**src/rtl/mips_ctrl_pkg.sv**
```systemverilog
// Shared encodings for the multicycle MIPS control unit: opcodes, FSM state
// codes and the datapath select/ALU control encodings.
package mips_ctrl_pkg;

  localparam logic [5:0] OP_RTYPE = 6'b000000;
  localparam logic [5:0] OP_J     = 6'b000010;
  localparam logic [5:0] OP_JAL   = 6'b000011;
  localparam logic [5:0] OP_BEQ   = 6'b000100;
  localparam logic [5:0] OP_BNE   = 6'b000101;
  localparam logic [5:0] OP_ADDI  = 6'b001000;
  localparam logic [5:0] OP_SLTI  = 6'b001010;
  localparam logic [5:0] OP_ANDI  = 6'b001100;
  localparam logic [5:0] OP_ORI   = 6'b001101;
  localparam logic [5:0] OP_LW    = 6'b100011;
  localparam logic [5:0] OP_SW    = 6'b101011;

  localparam logic [5:0] FN_JR    = 6'b001000;

  typedef enum logic [3:0] {
    S_FETCH    = 4'd0,
    S_DECODE   = 4'd1,
    S_MEM_ADDR = 4'd2,
    S_MEM_RD   = 4'd3,
    S_MEM_WB   = 4'd4,
    S_MEM_WR   = 4'd5,
    S_EXEC_R   = 4'd6,
    S_ALU_WB   = 4'd7,
    S_BRANCH   = 4'd8,
    S_JUMP     = 4'd9,
    S_EXEC_I   = 4'd10,
    S_JR       = 4'd11,
    S_JAL      = 4'd12,
    S_TRAP     = 4'd13
  } state_e;

  typedef enum logic [2:0] {
    ALU_ADD     = 3'b000,
    ALU_FUNCT   = 3'b001,
    ALU_AND     = 3'b010,
    ALU_OR      = 3'b011,
    ALU_SUB_BEQ = 3'b100,
    ALU_SUB_BNE = 3'b101,
    ALU_SLT     = 3'b110,
    ALU_PASS    = 3'b111
  } alu_op_e;

  typedef enum logic [1:0] {
    PC_ALU    = 2'b00,
    PC_ALUOUT = 2'b01,
    PC_JUMP   = 2'b10,
    PC_RS     = 2'b11
  } pc_src_e;

  typedef enum logic [1:0] {
    SRCB_RT      = 2'b00,
    SRCB_FOUR    = 2'b01,
    SRCB_IMM     = 2'b10,
    SRCB_IMM_SH2 = 2'b11
  } alu_src_b_e;

  typedef enum logic [1:0] {
    DST_RT = 2'b00,
    DST_RD = 2'b01,
    DST_RA = 2'b10
  } reg_dst_e;

  typedef enum logic [1:0] {
    WB_ALUOUT = 2'b00,
    WB_MDR    = 2'b01,
    WB_PC     = 2'b10
  } mem_to_reg_e;

  // ALU operation for the immediate-form arithmetic/logic instructions.
  function automatic alu_op_e imm_alu_op(input logic [5:0] op);
    case (op)
      OP_ANDI: return ALU_AND;
      OP_ORI:  return ALU_OR;
      OP_SLTI: return ALU_SLT;
      default: return ALU_ADD;
    endcase
  endfunction

  // States that own the shared memory port and may stall on mem_ready.
  function automatic logic is_mem_state(input state_e s);
    return (s == S_FETCH) || (s == S_MEM_RD) || (s == S_MEM_WR);
  endfunction

endpackage

```
**src/rtl/mem_watchdog.sv**
```systemverilog
// Memory-wait watchdog: counts stalled cycles in a memory state and fires
// when the stall reaches MEM_TIMEOUT cycles; keeps a sticky timeout flag.
module mem_watchdog #(
  parameter int TMO_W       = 8,
  parameter int MEM_TIMEOUT = 200
) (
  input  logic clk,
  input  logic rst,
  input  logic clr,
  input  logic wait_en,
  output logic fire,
  output logic timed_out
);

  logic [TMO_W-1:0] count;

  assign fire = wait_en && (count == TMO_W'(MEM_TIMEOUT - 1));

  // Stall counter and sticky flag.
  // NOTE: sequential state uses non-blocking assignments so every register
  // samples the pre-edge values, independent of statement order.
  always_ff @(posedge clk or posedge rst) begin
    if (rst) begin
      count     <= '0;
      timed_out <= 1'b0;
    end else begin
      if (clr)          count <= '0;
      else if (wait_en) count <= count + 1'b1;
      if (fire) timed_out <= 1'b1;
    end
  end

endmodule

```
**src/rtl/mips_multicycle_control.sv**
```systemverilog
// Multicycle MIPS control FSM: sequences fetch/decode/execute over a shared
// req/ready memory port, traps on illegal opcodes and memory timeouts.
module mips_multicycle_control
  import mips_ctrl_pkg::*;
#(
  parameter int ALUOP_W     = 3,
  parameter int TMO_W       = 8,
  parameter int MEM_TIMEOUT = 200
) (
  input  logic               clk,
  input  logic               rst,
  input  logic [5:0]         opcode,
  input  logic [5:0]         funct,
  input  logic               zero,
  input  logic               mem_ready,
  output logic               mem_req,
  output logic               mem_we,
  output logic               iord,
  output logic               ir_write,
  output logic               pc_write,
  output logic [1:0]         pc_src,
  output logic               alu_src_a,
  output logic [1:0]         alu_src_b,
  output logic [ALUOP_W-1:0] alu_op,
  output logic [1:0]         reg_dst,
  output logic [1:0]         mem_to_reg,
  output logic               reg_write,
  output logic [3:0]         state_o,
  output logic               illegal_op,
  output logic               mem_timeout
);

  state_e     state, next_state;
  logic [5:0] op_q;
  logic       wd_fire;
  alu_op_e    aop;

  mem_watchdog #(
    .TMO_W      (TMO_W),
    .MEM_TIMEOUT(MEM_TIMEOUT)
  ) u_watchdog (
    .clk      (clk),
    .rst      (rst),
    .clr      (next_state != state),
    .wait_en  (is_mem_state(state) && !mem_ready),
    .fire     (wd_fire),
    .timed_out(mem_timeout)
  );

  // Next-state selection, including stall, timeout and decode dispatch.
  // NOTE: every always_comb output gets a default first so no path leaves
  // it unassigned, which would infer a latch.
  always_comb begin
    next_state = state;
    case (state)
      S_FETCH:    if (mem_ready) next_state = S_DECODE;
                  else if (wd_fire) next_state = S_TRAP;
      S_DECODE: begin
        case (opcode)
          OP_RTYPE:                       next_state = (funct == FN_JR) ? S_JR : S_EXEC_R;
          OP_LW, OP_SW:                   next_state = S_MEM_ADDR;
          OP_BEQ, OP_BNE:                 next_state = S_BRANCH;
          OP_J:                           next_state = S_JUMP;
          OP_JAL:                         next_state = S_JAL;
          OP_ADDI, OP_ANDI, OP_ORI, OP_SLTI: next_state = S_EXEC_I;
          default:                        next_state = S_TRAP;
        endcase
      end
      S_MEM_ADDR: next_state = (op_q == OP_SW) ? S_MEM_WR : S_MEM_RD;
      S_MEM_RD:   if (mem_ready) next_state = S_MEM_WB;
                  else if (wd_fire) next_state = S_TRAP;
      S_MEM_WR:   if (mem_ready) next_state = S_FETCH;
                  else if (wd_fire) next_state = S_TRAP;
      S_EXEC_R, S_EXEC_I: next_state = S_ALU_WB;
      S_MEM_WB, S_ALU_WB, S_BRANCH, S_JUMP, S_JR, S_JAL: next_state = S_FETCH;
      default:    next_state = S_TRAP;
    endcase
  end

  // State register, opcode capture at DECODE and sticky illegal-opcode flag.
  always_ff @(posedge clk or posedge rst) begin
    if (rst) begin
      state      <= S_FETCH;
      op_q       <= '0;
      illegal_op <= 1'b0;
    end else begin
      state <= next_state;
      if (state == S_DECODE) begin
        op_q <= opcode;
        if (next_state == S_TRAP) illegal_op <= 1'b1;
      end
    end
  end

  // Output decode from the current state, with Mealy terms for fetch
  // completion and the branch condition.
  // NOTE: rst gates the decode directly so outputs (mem_req in particular)
  // drop asynchronously instead of waiting for a clock edge.
  always_comb begin
    mem_req    = 1'b0;
    mem_we     = 1'b0;
    iord       = 1'b0;
    ir_write   = 1'b0;
    pc_write   = 1'b0;
    pc_src     = PC_ALU;
    alu_src_a  = 1'b0;
    alu_src_b  = SRCB_RT;
    aop        = ALU_ADD;
    reg_dst    = DST_RT;
    mem_to_reg = WB_ALUOUT;
    reg_write  = 1'b0;
    if (!rst) begin
      case (state)
        S_FETCH: begin
          mem_req   = 1'b1;
          alu_src_b = SRCB_FOUR;
          ir_write  = mem_ready;
          pc_write  = mem_ready;
        end
        S_DECODE:   alu_src_b = SRCB_IMM_SH2;
        S_MEM_ADDR: begin
          alu_src_a = 1'b1;
          alu_src_b = SRCB_IMM;
        end
        S_MEM_RD: begin
          mem_req = 1'b1;
          iord    = 1'b1;
        end
        S_MEM_WB: begin
          reg_write  = 1'b1;
          mem_to_reg = WB_MDR;
        end
        S_MEM_WR: begin
          mem_req = 1'b1;
          iord    = 1'b1;
          mem_we  = 1'b1;
        end
        S_EXEC_R: begin
          alu_src_a = 1'b1;
          aop       = ALU_FUNCT;
        end
        S_EXEC_I: begin
          alu_src_a = 1'b1;
          alu_src_b = SRCB_IMM;
          aop       = imm_alu_op(op_q);
        end
        S_ALU_WB: begin
          reg_write = 1'b1;
          reg_dst   = (op_q == OP_RTYPE) ? DST_RD : DST_RT;
        end
        S_BRANCH: begin
          alu_src_a = 1'b1;
          pc_src    = PC_ALUOUT;
          aop       = (op_q == OP_BNE) ? ALU_SUB_BNE : ALU_SUB_BEQ;
          pc_write  = (op_q == OP_BNE) ? !zero : zero;
        end
        S_JUMP: begin
          pc_write = 1'b1;
          pc_src   = PC_JUMP;
        end
        S_JR: begin
          pc_write = 1'b1;
          pc_src   = PC_RS;
        end
        S_JAL: begin
          pc_write   = 1'b1;
          pc_src     = PC_JUMP;
          reg_write  = 1'b1;
          reg_dst    = DST_RA;
          mem_to_reg = WB_PC;
        end
        default: ;
      endcase
    end
  end

  assign alu_op  = ALUOP_W'(aop);
  assign state_o = state;

endmodule

```
**config.mk**
```make
export PLATFORM = sky130hd
export DESIGN_NAME = mips_multicycle_control
export DESIGN_NICKNAME = d
export VERILOG_FILES = /design/src/rtl/mips_ctrl_pkg.sv /design/src/rtl/mem_watchdog.sv /design/src/rtl/mips_multicycle_control.sv
export SDC_FILE = /design/constraint.sdc
export NUM_CORES = 1
export LEC_CHECK = 0
export ABC_AREA = 1
export CORE_MARGIN = 2
export CORE_UTILIZATION = 40
export DETAILED_ROUTE_END_ITERATION = 7
export PLACE_DENSITY = 0.75
export SETUP_SLACK_MARGIN = 0.5
export SYNTH_ARGS = -nofsm -noshare
export SYNTH_HDL_FRONTEND = slang
export SYNTH_SLANG_ARGS = --single-unit
```
**constraint.sdc**
```tcl
create_clock -name clk -period 2.4 [get_ports clk]
set_input_delay 0.24 -clock clk [delete_from_list [all_inputs] [get_ports clk]]
set_output_delay 0.24 -clock clk [all_outputs]
set_load 0.01 [all_outputs]
```
==> results of run 1 <==
==> stage by stage <==
step,instances,total power (W),util
after floorplan,241,0.000367,-
after global placement,329,0.000404,0.545
after detailed placement,329,0.000404,0.545
after CTS,345,0.000735,0.597
after global routing,350,0.000761,0.631
final,350,0.000732,0.631
==> layer usage <==
| metal | vias up | routed length, um | global-route usage |
|---|---|---|---|
| met3 | 15 | 212 | 0.0221 |
| li1 | 888 | - | - |
| met1 | 816 | 1790 | 0.216 |
| met2 | 64 | 2110 | 0.360 |
| met4 | 0 | 164 | 0.0944 |
| met5 | - | 0 | 0 |
==> power by group through the flow <==
stage	Sequential, W	Combinational [W]	Clock [W]
finish	0.000337	0.0000615	0.000334
global route	0.000337	0.0000692	0.000355
CTS	0.000337	0.0000604	0.000338
detailed placement	0.000343	0.0000605	0
global placement	0.000343	0.0000606	0
floorplan	0.000343	0.0000239	0
==> tightest hold or removal path, stage by stage <==
cell and delay (ns):
sky130_fd_sc_hd__dlygate4sd2_1 0.34, sky130_fd_sc_hd__inv_1 0.18, sky130_fd_sc_hd__buf_4 0.17
==> area by class of cell <==
type                    count  area [um^2]
repair buffers             60          524
well taps                  48         60.1
multi-input cells         182         1030
clock inverters             1         30.0
clock buffers               3         41.3
inverters                  36          135
fillers                   324         1360
flip-flops and latches     20          505
==> cells in the mapped netlist, types with 2 or more instances <==
cell type | n | area [um^2]
sky130_fd_sc_hd__dfrtp_1 | 20 | 500
sky130_fd_sc_hd__inv_2 | 3 | 11.3
sky130_fd_sc_hd__nand3_1 | 19 | 95.1
sky130_fd_sc_hd__nor2_4 | 2 | 22.5
sky130_fd_sc_hd__nand2_2 | 3 | 18.8
sky130_fd_sc_hd__nor4_1 | 2 | 12.5
sky130_fd_sc_hd__inv_1 | 33 | 124
sky130_fd_sc_hd__nand2_1 | 58 | 218
sky130_fd_sc_hd__o21ai_0 | 8 | 40.0
sky130_fd_sc_hd__nor2_1 | 46 | 173
sky130_fd_sc_hd__nor2_2 | 5 | 31.3
sky130_fd_sc_hd__nor3_1 | 4 | 20.0
sky130_fd_sc_hd__xor2_1 | 6 | 52.6
sky130_fd_sc_hd__a31oi_1 | 3 | 18.8
sky130_fd_sc_hd__a21oi_1 | 8 | 40.0
sky130_fd_sc_hd__nand3_2 | 2 | 20.0
sky130_fd_sc_hd__nand4_1 | 5 | 31.3
sky130_fd_sc_hd__clkbuf_1 | 3 | 11.3
==> logic make-up (layout without fill, tap and decap cells) <==
family / after synthesis / after routing / share of synthesized area
AOI/OAI and AO/OA: 23 / 23 / 0.0844
xor gates and xnor gates: 7 / 7 / 0.0398
adders and majority gates: 1 / 1 / 0.00812
buffers and inverters: 39 / 100 / 0.0950
DFF: 20 / 20 / 0.325
and+or+nand+nor: 151 / 151 / 0.448
==> worst max-delay path by stage <==
stage                               startpoint                              end  depth (start not counted)
final                     state_o[0]$_DFF_PP0_                        alu_op[0]                          7
after global routing      state_o[2]$_DFF_PP0_                        alu_op[0]                          9
after CTS                 state_o[2]$_DFF_PP0_                         ir_write                          5
after detailed placement   op_q[4]$_DFFE_PP0P_                        alu_op[2]                          4
after global placement     op_q[4]$_DFFE_PP0P_                        alu_op[2]                          4
after floorplan           state_o[3]$_DFF_PP0_  u_watchdog.count[0]$_DFFE_PP0P_                         10
==> repair_timing <==
| item | in CTS | in global routing |
|---|---|---|
| gates resized for setup | 34 | 45 |
| hold endpoints to repair | 0 | 0 |
| hold buffers | 0 | 0 |
| gates cloned | 0 | 0 |
| pin swaps | 2 | 2 |
| endpoints found under the setup margin | 26 | 18 |
| buffers inserted | 12 | 5 |
==> state kept, by name, indices dropped and copies added, names as in the netlist <==
signal                cells
u_watchdog.timed_out      1
illegal_op                1
state_o                   4
op_q                      6
u_watchdog.count          8
==> impl_results.rst, run 1 <==
.. list-table::
   :header-rows: 1

   * - Metric
     - Value
   * - Clock transition time at the flip-flop clock pins of the worst setup and hold paths
     - 0.08 ns
   * - Clock buffer count from CTS
     - 3
   * - Final hold viol count
     - 0
   * - Reg2reg start
     - state_o[0]$_DFF_PP0_
   * - Internal portion of total power
     - about 0.00059 W
   * - Top fanout value on the critical path
     - 7
   * - Portion of the post-synthesis area used by sequential elements
     - 0.325
   * - Total standard cell area after synthesis
     - 1540 um^2
   * - Buffers plus inverters on the worst setup path
     - 2
   * - Dominant delay contributor by cell family on the critical path
     - simple AND/OR/NAND/NOR gates
   * - Total power per unit cell area
     - approximately 310 nW/um^2
   * - Antenna Violating Nets Remaining
     - 0
   * - Post-route worst hold slack
     - 0.348 ns
   * - Number of nets in the layout
     - 320
   * - Run status
     - finished clean
   * - Total die area
     - 4370 um^2
   * - Worst-case clock buffer depth
     - 2
   * - Wire length of the first global-routing pass
     - roughly 6700 um
   * - Leak
     - roughly 1.2 nW
   * - Die Y
     - 66.1 um
   * - Worst min path class
     - in2async
   * - Count of H-tree levels built during CTS
     - 1
   * - Proportion of layout cells with a drive suffix above 1
     - 0.265
   * - Number of distinct library cells after synthesis
     - 29
   * - Placed wire-length estimate
     - roughly 2900 um
   * - Relative slew slack
     - 0.772
   * - Primary FF master, synth
     - sky130_fd_sc_hd__dfrtp_1
   * - Latest clock arrival within the worst-skew pair
     - around 0.26 ns
   * - Placed cell areas
     - 2010 um^2
   * - Cell Chain, Critical Path
     - buf_4 > nor2_4 > nand2_1 > nor3_2 > nor2_1 > nor2_1 > clkdlybuf4s15_2
   * - Largest stage delay on the critical path
     - between 0.4 and 0.5 ns
   * - Average cell area after synthesis
     - 6.40 um^2
   * - Final number of setup-violating endpoints
     - 0
   * - Worst r2r path cells
     - 12
   * - Slack of the worst reg-to-reg path
     - 0.48 ns
   * - VDD IR max
     - 0.000233 V
   * - Final WS setup
     - about 0.4 ns
   * - Category of the most critical setup path
     - reg2out
   * - Dominant cell type by count on the critical path
     - sky130_fd_sc_hd__nor2_1
   * - Clock Skew
     - ~0.0067 ns
   * - Max Slew Vio Count
     - 0
   * - Combinational group share of total power
     - 0.084
   * - Antenna violations before repair
     - 0
   * - Root cell of the clock tree
     - sky130_fd_sc_hd__clkbuf_8
   * - Total track usage
     - 0.194
   * - Remaining design rule violation count
     - 0
   * - Startpoint kind of the worst setup timing path
     - flop
   * - Maximum clock frequency
     - about 500 MHz
   * - Net Switching
     - between 0.0001 and 0.00015 W
   * - RePlAce Congestion
     - 0.859
   * - TritonCTS clock tree
     - yes
   * - Clock power share
     - 0.456
   * - Most used cells in the layout excluding fill and tap cells
     - sky130_fd_sc_hd__nand2_1 (53), sky130_fd_sc_hd__nor2_1 (32), sky130_fd_sc_hd__inv_1 (30)
   * - Max-cap violation count
     - 0
   * - Capture point of the worst reg-to-reg path
     - u_watchdog.count[0]$_DFFE_PP0P_
   * - Most common cell after layout, fill and taps aside
     - sky130_fd_sc_hd__nand2_1
   * - Slew at the pin closest to its max-slew limit
     - 0.341 ns
   * - Largest net degree at the start of global routing
     - 16
   * - Synthesized netlist net count
     - approximately 260
   * - Final period demand of the worst path
     - 2.00 ns
   * - Cell with the largest stage delay on the worst path
     - sky130_fd_sc_hd__dfrtp_2
   * - Final non-filler cell area
     - 2330 um^2
   * - TNS Setup
     - 0 ns
   * - Critical path capture point type
     - output pin
   * - Final antenna diode count
     - 0
   * - Routed vias/inst
     - around 5.1
   * - Drt first-iter violations
     - between 100 and 150
   * - Port Buffer Count
     - 39
   * - Total wirelength of the detailed-routed design
     - roughly 4300 um
   * - Portion of the clock cycle consumed by the worst path in the final layout
     - 0.832
   * - Vias in the first global route
     - between 1500 and 2000
   * - Width of the die
     - approximately 66 um
   * - Clock Sink Count
     - 20
   * - FP Rows
     - 22
   * - Unrepaired setup endpoints after global routing
     - true
   * - Count of flip-flops with a built-in enable after synthesis
     - 0
   * - Gate Count Post-Synth
     - roughly 240
   * - Share of synthesized flip-flops with an asynchronous set or reset
     - 1.00
   * - I/O pin count
     - 40
   * - Area of the core region
     - roughly 3700 um^2
   * - Setup slack after placement
     - roughly 0.30 ns
   * - Sw Ratio
     - 0.194
   * - Count of state elements after synthesis
     - 20
   * - Count of warnings emitted by yosys
     - 0
   * - Total grt overflow
     - 0
   * - Data arrival time at the worst-slack endpoint
     - 1.76 ns
   * - Drt first pass iters
     - 4
   * - Layout-stage area growth over the synthesis result
     - 51.0%
   * - Detailed-route wire length per cell
     - approximately 12 um
   * - Starting density of the core
     - 0.418
   * - Total number of vias
     - 1783
   * - Fraction of power consumed by sequential logic
     - 0.460
   * - CP Data Required Time
     - between 2 and 2.5 ns
Note: power is estimated with default switching activity, not from simulation.
==> run 2: changes to the inputs <==
Clock period 2.4 ns to 2 ns, I/O delays scaled along.
==> impl_results.rst, run 2 (synthesized netlist as in run 1, its figures left out) <==
.. list-table::
   :header-rows: 1

   * - Metric
     - Value
   * - Largest stage delay on the critical path
     - about 0.46 ns
   * - Top fanout value on the critical path
     - 8
   * - Count of H-tree levels built during CTS
     - 1
   * - Max-cap violation count
     - 0
   * - Clock Skew
     - approximately 0.0028 ns
   * - Register ranked first by flip-flop count
     - u_watchdog.count
   * - Total met3 wirelength after detailed routing
     - between 300 and 400 um
   * - Remaining design rule violation count
     - 0
   * - Max reg flops
     - 8
   * - Total power per unit cell area
     - between 200 and 300 nW/um^2
   * - Unrepaired setup endpoints after global routing
     - true
   * - Placed cell areas
     - roughly 2100 um^2
   * - Final core utilization
     - 0.739
   * - Vias in the first global route
     - about 1800
   * - Area of the core region
     - 3690 um^2
   * - Hold-fix buffers, CTS
     - 0
   * - Final non-filler cell area
     - around 2700 um^2
   * - Top routing layer used
     - met4
   * - Drt first pass iters
     - 4
   * - Maximum clock frequency
     - a little over 500 MHz
   * - Detailed-route wire length per cell
     - 16.2 um
   * - Clock buffer count from CTS
     - 3
   * - Data arrival time at the worst-slack endpoint
     - between 2 and 2.5 ns
   * - Antenna violations before repair
     - 0
   * - Total track usage
     - 0.229
   * - Detailed-routed wire length on met2
     - slightly above 3000 um
   * - Post-route worst hold slack
     - 0.271 ns
   * - Total number of vias
     - between 2000 and 2500
   * - CP startpoint
     - state_o[3]$_DFF_PP0_
   * - Drt first-iter violations
     - ~230
   * - Worst-case clock buffer depth
     - 2
   * - Width of the die
     - ~66 um
   * - Cell with the largest stage delay on the worst path
     - sky130_fd_sc_hd__dfrtp_2
   * - RePlAce Congestion
     - 0.848
   * - FP Rows
     - 22
   * - Proportion of layout cells with a drive suffix above 1
     - 0.478
   * - Clock transition time at the flip-flop clock pins of the worst setup and hold paths
     - around 0.07 ns
   * - Total grt overflow
     - 0
   * - Worst min path class
     - in2async
   * - Post-route met1 wirelength
     - between 2000 and 2500 um
   * - Category of the most critical setup path
     - reg2reg
   * - Final hold viol count
     - 0
   * - Routed vias/inst
     - 5.44
   * - Antenna Violating Nets Remaining
     - 0
   * - Wire length of the first global-routing pass
     - between 7000 and 8000 um
   * - Total wirelength of the detailed-routed design
     - ~6200 um
   * - Reg2reg start
     - state_o[3]$_DFF_PP0_
   * - Clock Sink Count
     - 20
   * - Most used cells in the layout excluding fill and tap cells
     - sky130_fd_sc_hd__nand2_1 (38), sky130_fd_sc_hd__buf_4 (38), sky130_fd_sc_hd__nor2_1 (34)
   * - TritonCTS clock tree
     - yes
   * - CP Data Required Time
     - roughly 2.2 ns
   * - Leak
     - 1.37 nW
   * - Die Y
     - 66.1 um
   * - Port Buffer Count
     - 39
   * - Final antenna diode count
     - 0
   * - VDD IR max
     - between 0.0002 and 0.00025 V
   * - Final WS setup
     - about 0.044 ns
   * - Cell Chain, Critical Path
     - buf_6 > nor2_4 > nand2_4 > nand3_4 > nand2_4 > o21a_1 > nand2_2 > nand2_1 > nand2_2 > nand3_4 > nor2_1
   * - Number of nets in the layout
     - 355
   * - Total die area
     - about 4400 um^2
   * - Latest clock arrival within the worst-skew pair
     - ~0.26 ns
   * - Layout-stage area growth over the synthesis result
     - 76.9%
   * - Root cell of the clock tree
     - sky130_fd_sc_hd__clkbuf_8
   * - Final period demand of the worst path
     - 1.96 ns
   * - Run status
     - finished clean
   * - Setup slack after placement
     - around 0.021 ns
   * - Final number of setup-violating endpoints
     - 0
   * - Critical path capture point type
     - flop
   * - Max Slew Vio Count
     - 0
   * - Placed wire-length estimate
     - 3000 um
   * - Largest net degree at the start of global routing
     - 15
   * - Relative slew slack
     - 0.824
   * - I/O pin count
     - 40
   * - Slew at the pin closest to its max-slew limit
     - ~0.26 ns
   * - Portion of the clock cycle consumed by the worst path in the final layout
     - 0.978
   * - Startpoint kind of the worst setup timing path
     - flop
   * - Starting density of the core
     - 0.418
==> run 2: final timing paths <==
path	to	slack [ns]	cells after the start
hold / removal	op_q[2]$_DFFE_PP0P_	0.27	3
setup / recovery	u_watchdog.count[3]$_DFFE_PP0P_	0.04	11
min in group clk	u_watchdog.timed_out$_DFFE_PP0P_	0.48	2
max in group asynchronous	state_o[0]$_DFF_PP0_	1.49	3
hold reg to reg	u_watchdog.timed_out$_DFFE_PP0P_	0.48	2
setup reg to reg	u_watchdog.count[3]$_DFFE_PP0P_	0.04	11
==> run 2: per-layer routing <==
layer | global-route usage | vias up
met5 | 0 | -
met2 | 0.399 | 117
met4 | 0.140 | 0
li1 | - | 961
met1 | 0.267 | 979
met3 | 0.0273 | 36
==> run 2: repair_timing <==
action | 4_1_cts | 5_1_grt
endpoints found under the setup margin | 32 | 31
gates resized for setup | 127 | 44
cloned | 0 | 1
pin swaps | 30 | 27
setup buffers | 30 | 13
==> run 2: stage by stage <==
| stage | std cells | power (W) | TNS (ns) |
|---|---|---|---|
| 4_1_cts | 371 | 0.000752 | 0 |
| 2_1_floorplan | 241 | 0.000441 | 0 |
| 3_3_place_gp | 337 | 0.000488 | 0 |
| 5_1_grt | 385 | 0.000779 | -0.0377 |
| 3_5_place_dp | 337 | 0.000488 | 0 |
| 6_report | 385 | 0.000755 | 0 |
==> run 2: area by class of cell <==
type                            count  area (um^2)
Multi-Input combinational cell    182         1180
Fill cell                         239          962
Timing Repair Buffer               95          791
Sequential cell                    20          505
Inverter                           36          143
Tap cell                           48         60.1
Clock buffer                        4         45.0
==> run 2: power breakdown <==
part | internal [W] | switching, W
clock network | 0.000142 | 0.000127
registers | 0.000404 | 0
logic | 0.0000401 | 0.0000423
==> run 2: critical path, delay by kind of cell, from the launching register on <==
kind	cells	cell delay, ns
simple gates	9	1.03
flops	1	0.46
compound gates	1	0.21
buf+inv	1	0.15
==> run 3: changes to the inputs <==
Settings changed: ABC_CLOCK_PERIOD_IN_PS set to 2000, CAP_MARGIN set to 20, GPL_ROUTABILITY_DRIVEN set to 0.
==> results of run 3 <==
Final layout, timing and power as in run 2 (identical DEF).
